## src/rtl/riscv_uop_pkg.sv

```systemverilog
// Shared micro-op definitions for the DHRUT-V retire path: the buffered
// write-back entry format and the arbitration mode encodings.
package riscv_uop_pkg;

  localparam int ARB_RR    = 0;
  localparam int ARB_FIXED = 1;

  // One completed result waiting to be written back.
  typedef struct packed {
    logic [4:0]  rd;
    logic [31:0] data;
  } wb_entry_t;

endpackage

```

## src/rtl/wb_chan_fifo.sv

```systemverilog
// Per-channel result FIFO. The head entry is presented combinationally so the
// arbiter can load it into the write-back registers on the same edge it pops.
// Push and pop are only issued by the parent when not full / not empty.
module wb_chan_fifo
  import riscv_uop_pkg::*;
#(
  parameter int DEPTH = 4
) (
  input  logic      clk,
  input  logic      rst,
  input  logic      push,
  input  logic      pop,
  input  logic      flush,
  input  wb_entry_t push_entry,
  output logic      full,
  output logic      empty,
  output wb_entry_t head
);

  localparam int AW = $clog2(DEPTH);

  wb_entry_t         mem_r [DEPTH];
  logic [AW-1:0]     wr_ptr_r;
  logic [AW-1:0]     rd_ptr_r;
  logic [AW:0]       count_r;

  assign full  = (count_r == (AW+1)'(DEPTH));
  assign empty = (count_r == '0);
  assign head  = mem_r[rd_ptr_r];

  // Pointer and occupancy tracking; flush empties the FIFO at the edge.
  always_ff @(posedge clk or posedge rst) begin
    if (rst) begin
      wr_ptr_r <= '0;
      rd_ptr_r <= '0;
      count_r  <= '0;
    end else if (flush) begin
      wr_ptr_r <= '0;
      rd_ptr_r <= '0;
      count_r  <= '0;
    end else begin
      if (push) wr_ptr_r <= wr_ptr_r + 1'b1;
      if (pop)  rd_ptr_r <= rd_ptr_r + 1'b1;
      case ({push, pop})
        2'b10:   count_r <= count_r + 1'b1;
        2'b01:   count_r <= count_r - 1'b1;
        default: count_r <= count_r;
      endcase
    end
  end

  // Entry storage; contents are don't-care while the slot is unoccupied.
  always_ff @(posedge clk) begin
    if (push && !flush) mem_r[wr_ptr_r] <= push_entry;
  end

endmodule

```

## src/rtl/wb_retire_arbiter.sv

```systemverilog
// Retire/write-back arbiter: buffers results from NUM_CH execution channels,
// picks one per cycle (round-robin or fixed priority) and drives the single
// register-file write-back port, counting retired instructions.
module wb_retire_arbiter
  import riscv_uop_pkg::*;
#(
  parameter int NUM_CH   = 2,
  parameter int DEPTH    = 4,
  parameter int ARB_MODE = 0
) (
  input  logic                 clk,
  input  logic                 rst,
  input  logic [NUM_CH-1:0]    i_valid,
  output logic [NUM_CH-1:0]    o_ready,
  input  logic [NUM_CH*5-1:0]  i_rd,
  input  logic [NUM_CH*32-1:0] i_data,
  input  logic                 i_stall,
  input  logic                 i_flush,
  output logic                 o_retire_valid,
  output logic                 o_wb_en,
  output logic [4:0]           o_wb_rd,
  output logic [31:0]          o_wb_data,
  output logic [31:0]          o_instret
);

  localparam int GW = (NUM_CH > 1) ? $clog2(NUM_CH) : 1;

  logic [NUM_CH-1:0] full_s;
  logic [NUM_CH-1:0] empty_s;
  logic [NUM_CH-1:0] push_s;
  logic [NUM_CH-1:0] pop_s;
  logic [NUM_CH-1:0] elig_s;
  wb_entry_t         head_s [NUM_CH];
  wb_entry_t         head_sel_s;
  logic              grant_s;
  logic [GW-1:0]     grant_idx_s;

  logic [GW-1:0]     last_grant_r;
  logic              retire_valid_r;
  logic              wb_en_r;
  logic [4:0]        wb_rd_r;
  logic [31:0]       wb_data_r;
  logic [31:0]       instret_r;

  // Ready depends only on FIFO occupancy and flush, never on this cycle's pop.
  assign o_ready = ~full_s & {NUM_CH{~i_flush}};
  assign push_s  = i_valid & o_ready;
  assign elig_s  = ~empty_s & {NUM_CH{~(i_stall | i_flush)}};

  for (genvar c = 0; c < NUM_CH; c++) begin : g_ch
    wb_chan_fifo #(.DEPTH(DEPTH)) u_fifo (
      .clk        (clk),
      .rst        (rst),
      .push       (push_s[c]),
      .pop        (pop_s[c]),
      .flush      (i_flush),
      .push_entry ({i_rd[c*5 +: 5], i_data[c*32 +: 32]}),
      .full       (full_s[c]),
      .empty      (empty_s[c]),
      .head       (head_s[c])
    );
  end

  assign head_sel_s = head_s[grant_idx_s];

  // Winner selection: scan candidates from lowest to highest preference so the
  // most preferred eligible channel is written last and wins.
  always_comb begin
    logic [GW-1:0] cand;
    cand        = '0;
    grant_s     = 1'b0;
    grant_idx_s = '0;
    pop_s       = '0;
    for (int k = NUM_CH - 1; k >= 0; k--) begin
      if (ARB_MODE == ARB_FIXED) begin
        cand = GW'(k);
      end else begin
        cand = GW'((int'(last_grant_r) + 1 + k) % NUM_CH);
      end
      if (elig_s[cand]) begin
        grant_s     = 1'b1;
        grant_idx_s = cand;
      end else begin
        grant_s     = grant_s;
        grant_idx_s = grant_idx_s;
      end
    end
    if (grant_s) begin
      pop_s[grant_idx_s] = 1'b1;
    end else begin
      pop_s = '0;
    end
  end

  // Write-back port, arbitration pointer and retire counter.
  always_ff @(posedge clk or posedge rst) begin
    if (rst) begin
      last_grant_r   <= GW'(NUM_CH - 1);
      retire_valid_r <= 1'b0;
      wb_en_r        <= 1'b0;
      wb_rd_r        <= 5'd0;
      wb_data_r      <= 32'd0;
      instret_r      <= 32'd0;
    end else begin
      retire_valid_r <= grant_s;
      wb_en_r        <= grant_s && (head_sel_s.rd != 5'd0);
      if (grant_s) begin
        last_grant_r <= grant_idx_s;
        wb_rd_r      <= head_sel_s.rd;
        wb_data_r    <= head_sel_s.data;
        instret_r    <= instret_r + 32'd1;
      end
    end
  end

  assign o_retire_valid = retire_valid_r;
  assign o_wb_en        = wb_en_r;
  assign o_wb_rd        = wb_rd_r;
  assign o_wb_data      = wb_data_r;
  assign o_instret      = instret_r;

endmodule

```

## config.mk

```make
export PLATFORM = sky130hd
export DESIGN_NAME = wb_retire_arbiter
export DESIGN_NICKNAME = d
export VERILOG_FILES = /design/src/rtl/riscv_uop_pkg.sv /design/src/rtl/wb_chan_fifo.sv /design/src/rtl/wb_retire_arbiter.sv
export SDC_FILE = /design/constraint.sdc
export NUM_CORES = 1
export LEC_CHECK = 0
export ABC_AREA = 1
export BUFFER_PORTS_ARGS = -buffer_cell sky130_fd_sc_hd__buf_4
export CORE_MARGIN = 1
export CORE_UTILIZATION = 40
export CTS_CLUSTER_DIAMETER = 80
export DETAILED_ROUTE_END_ITERATION = 12
export SETUP_SLACK_MARGIN = 0.5
export SLEW_MARGIN = 5
export SYNTH_ARGS = -nofsm -noshare
export SYNTH_HDL_FRONTEND = slang
export SYNTH_SLANG_ARGS = --single-unit
export TNS_END_PERCENT = 50
```

## constraint.sdc

```tcl
create_clock -name clk -period 5.31 [get_ports clk]
set_input_delay 1.593 -clock clk [delete_from_list [all_inputs] [get_ports clk]]
set_output_delay 1.593 -clock clk [all_outputs]
set_load 0.1 [all_outputs]
```

==> impl_results.rst <==
.. list-table::
   :header-rows: 1

   * - Metric
     - Value
   * - Clock network latency to the later pin of the worst-skew pair
     - 0.56 ns
   * - Worst R2R Setup Slack
     - 2.52 ns
   * - Commonest non-fill, non-tap cell in the layout
     - sky130_fd_sc_hd__edfxtp_1
   * - Post-route DRC
     - 0
   * - Min Hold Slack
     - 0.471 ns
   * - Met3 track demand over resource in global routing
     - 3.75%
   * - Cell Pwr Density
     - 525 mW/mm^2
   * - Most instantiated flip-flop cell in the synthesis netlist
     - sky130_fd_sc_hd__edfxtp_1
   * - CTS Sinks
     - 382
   * - Leading cell types in the layout, fill and taps excluded
     - sky130_fd_sc_hd__edfxtp_1, sky130_fd_sc_hd__nand2_1, sky130_fd_sc_hd__buf_4
   * - Chip width
     - 199 um
   * - Post-Place Cells
     - 1870
   * - Count of hold buffers inserted by post-cts repair
     - 0
   * - Via count of the first global-routing pass
     - 9573
   * - Total Nets Final
     - 1494
   * - DIE AREA
     - 0.0396 mm^2
   * - Synthesized flop and latch total
     - 382
   * - LEAKAGE
     - 7.22 nW
   * - Detailed placer's ending HPWL
     - 23.1 mm
   * - Total count of max-transition violations in the final report
     - 0
   * - I/O pin total
     - 153
   * - Largest incremental delay on the critical path
     - 0.34 ns
   * - Core area
     - 0.0379 mm^2
   * - Critical path class
     - input pin to output pin
   * - Capturing instance or port of the critical path
     - o_ready[1]
   * - Post-CTS Repair Setup Buffers
     - 0
   * - Maximum buffer depth of the clock tree
     - 3
   * - Max capacitance violation total
     - 0
   * - Fin area
     - 0.0186 mm^2
   * - Met1 Resource Use GR
     - 25.4%
   * - Worst ir drop on vdd
     - 0.813 mV
   * - Via count normalized by instance count
     - 5.07
   * - Max Fclk
     - 0.257 GHz
   * - Async SR Flop Fraction
     - 22.5%
   * - Resized Gates After CTS
     - 0
   * - Share of the core filled with cells
     - 49.1%
   * - Detail-routed net length per standard cell
     - 18.9 um
   * - Yosys warnings
     - 0
   * - Iteration count of the initial detailed-routing pass
     - 5
   * - Portion of the post-synthesis area used by sequential elements
     - 71.1%
   * - GRT busiest layer
     - met2
   * - Slew at the pin closest to its max-slew limit
     - 1.01 ns
   * - CTS Root Buffer Type
     - sky130_fd_sc_hd__clkbuf_16
   * - Global-route wire length before repair
     - 55.9 mm
   * - Number of distinct library cells after synthesis
     - 35
   * - Outcome
     - complete, no violations
   * - Leftover overflow at the end of global routing
     - 0
   * - H-tree lvl count
     - 2
   * - Overall power of the completed layout
     - 9.78 mW
   * - Crit path launch
     - i_flush
   * - Instance area after placement
     - 0.0172 mm^2
   * - Critical Path End Type
     - output pin
   * - Placement row count
     - 71
   * - Post-synth net total
     - 1340
   * - Maximum fanout along the worst path
     - 7
   * - Post-place setup slack
     - 1.41 ns
   * - Startpoint types
     - input pin
   * - Final cell count without fillers
     - 1949
   * - Post-layout worst setup margin
     - 1.41 ns
   * - First DRT Iteration DRCs
     - 623
   * - Filler cell count in the final layout
     - 3352
   * - Cells on worst reg2reg path
     - 13
   * - Die span in y
     - 199 um
   * - Area grow syn2layout
     - 20.1%
   * - Count of flip-flops with a built-in enable after synthesis
     - 296
   * - Met2 Resource Use GR
     - 30.8%
   * - Starting density of the core
     - 40.9%
   * - Weighted congestion at the end of routability-driven global placement
     - 0.790
   * - RSZ-0062 raised after global routing
     - false
   * - Worst Path Arrival
     - 2.30 ns
   * - Layout cells sized above 1
     - 21.2%
   * - Port-buffer cells
     - 152
   * - Hold Startpoint
     - o_instret[31]
   * - Routed WL
     - 36.8 mm
   * - Antenna-violating nets left
     - 0
   * - Post-synthesis cell count
     - 1249
   * - Slowest stage cell, crit path
     - sky130_fd_sc_hd__buf_4
   * - TritonCTS clock tree
     - done
   * - Clock slew seen by the registers of the worst setup and hold paths
     - 0.06 ns
   * - Antenna violations before repair
     - 1
   * - Final clock period utilization by the worst path
     - 73.4%
   * - Avg Synthesized Cell Area
     - 12.4 um^2
   * - Post-route minimum period
     - 3.90 ns
   * - Final hold violation count
     - 0
   * - Critical Path Most Common Cell
     - sky130_fd_sc_hd__buf_4
   * - Remaining max-slew budget at the tightest pin
     - 32.8%
   * - Synth Cell Area
     - 0.0155 mm^2
   * - Reg2reg start
     - g_ch[1].u_fifo.rd_ptr_r[0]
   * - Destination of the worst register-to-register timing path
     - o_wb_en
   * - Total CTS buffers
     - 42
   * - Final setup violation count
     - 0
   * - Fin Setup TNS
     - 0 ns
   * - Routed vias
     - 9873
   * - Cells traversed along the worst timing path
     - buf_4 > a21oi_1 > buf_4
   * - Worst Path Required
     - 3.72 ns
   * - Post-route clock skew
     - 0.0219 ns
   * - Maximum number of pins on one net before global-route repair
     - 78
   * - Global-route total usage across every layer
     - 18.9%
   * - Path type of the worst min-delay path
     - register to register
-- sequential cells by signal, summed over array words and instances (netlist names) --
signal,cells
g_ch.u_fifo.mem_r,296
o_instret,32
o_wb_data,32
g_ch.u_fifo.count_r,6
o_wb_rd,5
g_ch.u_fifo.rd_ptr_r,4
g_ch.u_fifo.wr_ptr_r,4
last_grant_r,1
o_retire_valid,1
o_wb_en,1
-- routing by layer --
metal,wire length [um],vias up
met2,17700,286
met4,801,0
li1,-,4698
met3,2320,53
met5,0,-
met1,16000,4836
-- cell usage after synthesis (all sizes together), types with 2 or more instances --
cell	number	area [um^2]
xnor2	14	123
nand2	206	798
fa	2	40.0
nor3	4	35.0
clkbuf	26	97.6
o21ai	146	731
nand3b	2	15.0
a21oi	7	35.0
o221ai	62	668
nand3	66	358
nand4	5	31.3
edfxtp	296	8890
buf	40	264
nor2	182	711
xor2	18	158
inv	75	282
ha	9	113
dfrtp	85	2130
-- layout make-up --
cell class	instances	area [um^2]	share of cell area, %
Inverter	75	283	1.52
Timing Repair Buffer	176	1320	7.09
Tap cell	511	639	3.43
Clock buffer	59	1250	6.70
Sequential cell	382	11000	59.2
Multi-Input combinational cell	726	3900	20.9
Antenna cell	1	2.50	0.0134
Clock inverter	19	200	1.07
-- logic make-up after synthesis --
family / count (synthesis) / synth area share, %
buffers and inverters: 141 / 4.14
flip-flops: 382 / 71.1
adder cells (fa/ha/maj): 11 / 0.984
AO/OA/AOI/OAI: 216 / 9.28
XOR/XNOR: 32 / 1.81
AND/OR/NAND/NOR: 467 / 12.6
-- how the worst min path moves through the flow --
| stage | depth (start not counted) | slack (ns) | to |
|---|---|---|---|
| 6_report | 1 | 0.47 | o_instret[31] |
| 5_1_grt | 1 | 0.50 | o_instret[31] |
| 4_1_cts | 1 | 0.48 | o_instret[31] |
| 3_5_place_dp | 1 | 0.47 | o_instret[31] |
| 3_3_place_gp | 1 | 0.46 | o_instret[31] |
| 2_1_floorplan | 2 | 0.48 | last_grant_r |
-- critical path, delay by kind of cell --
kind	cells	cell delay (ns)
buffers and inverters	2	0.49
AOI/OAI and AO/OA	1	0.22
-- where the power goes --
group / internal [mW] / switching [mW]
sequential: 3.58 / 0.202
combinational: 0.648 / 2.39
clock: 1.76 / 1.20
(Power assumes the default switching activity.)
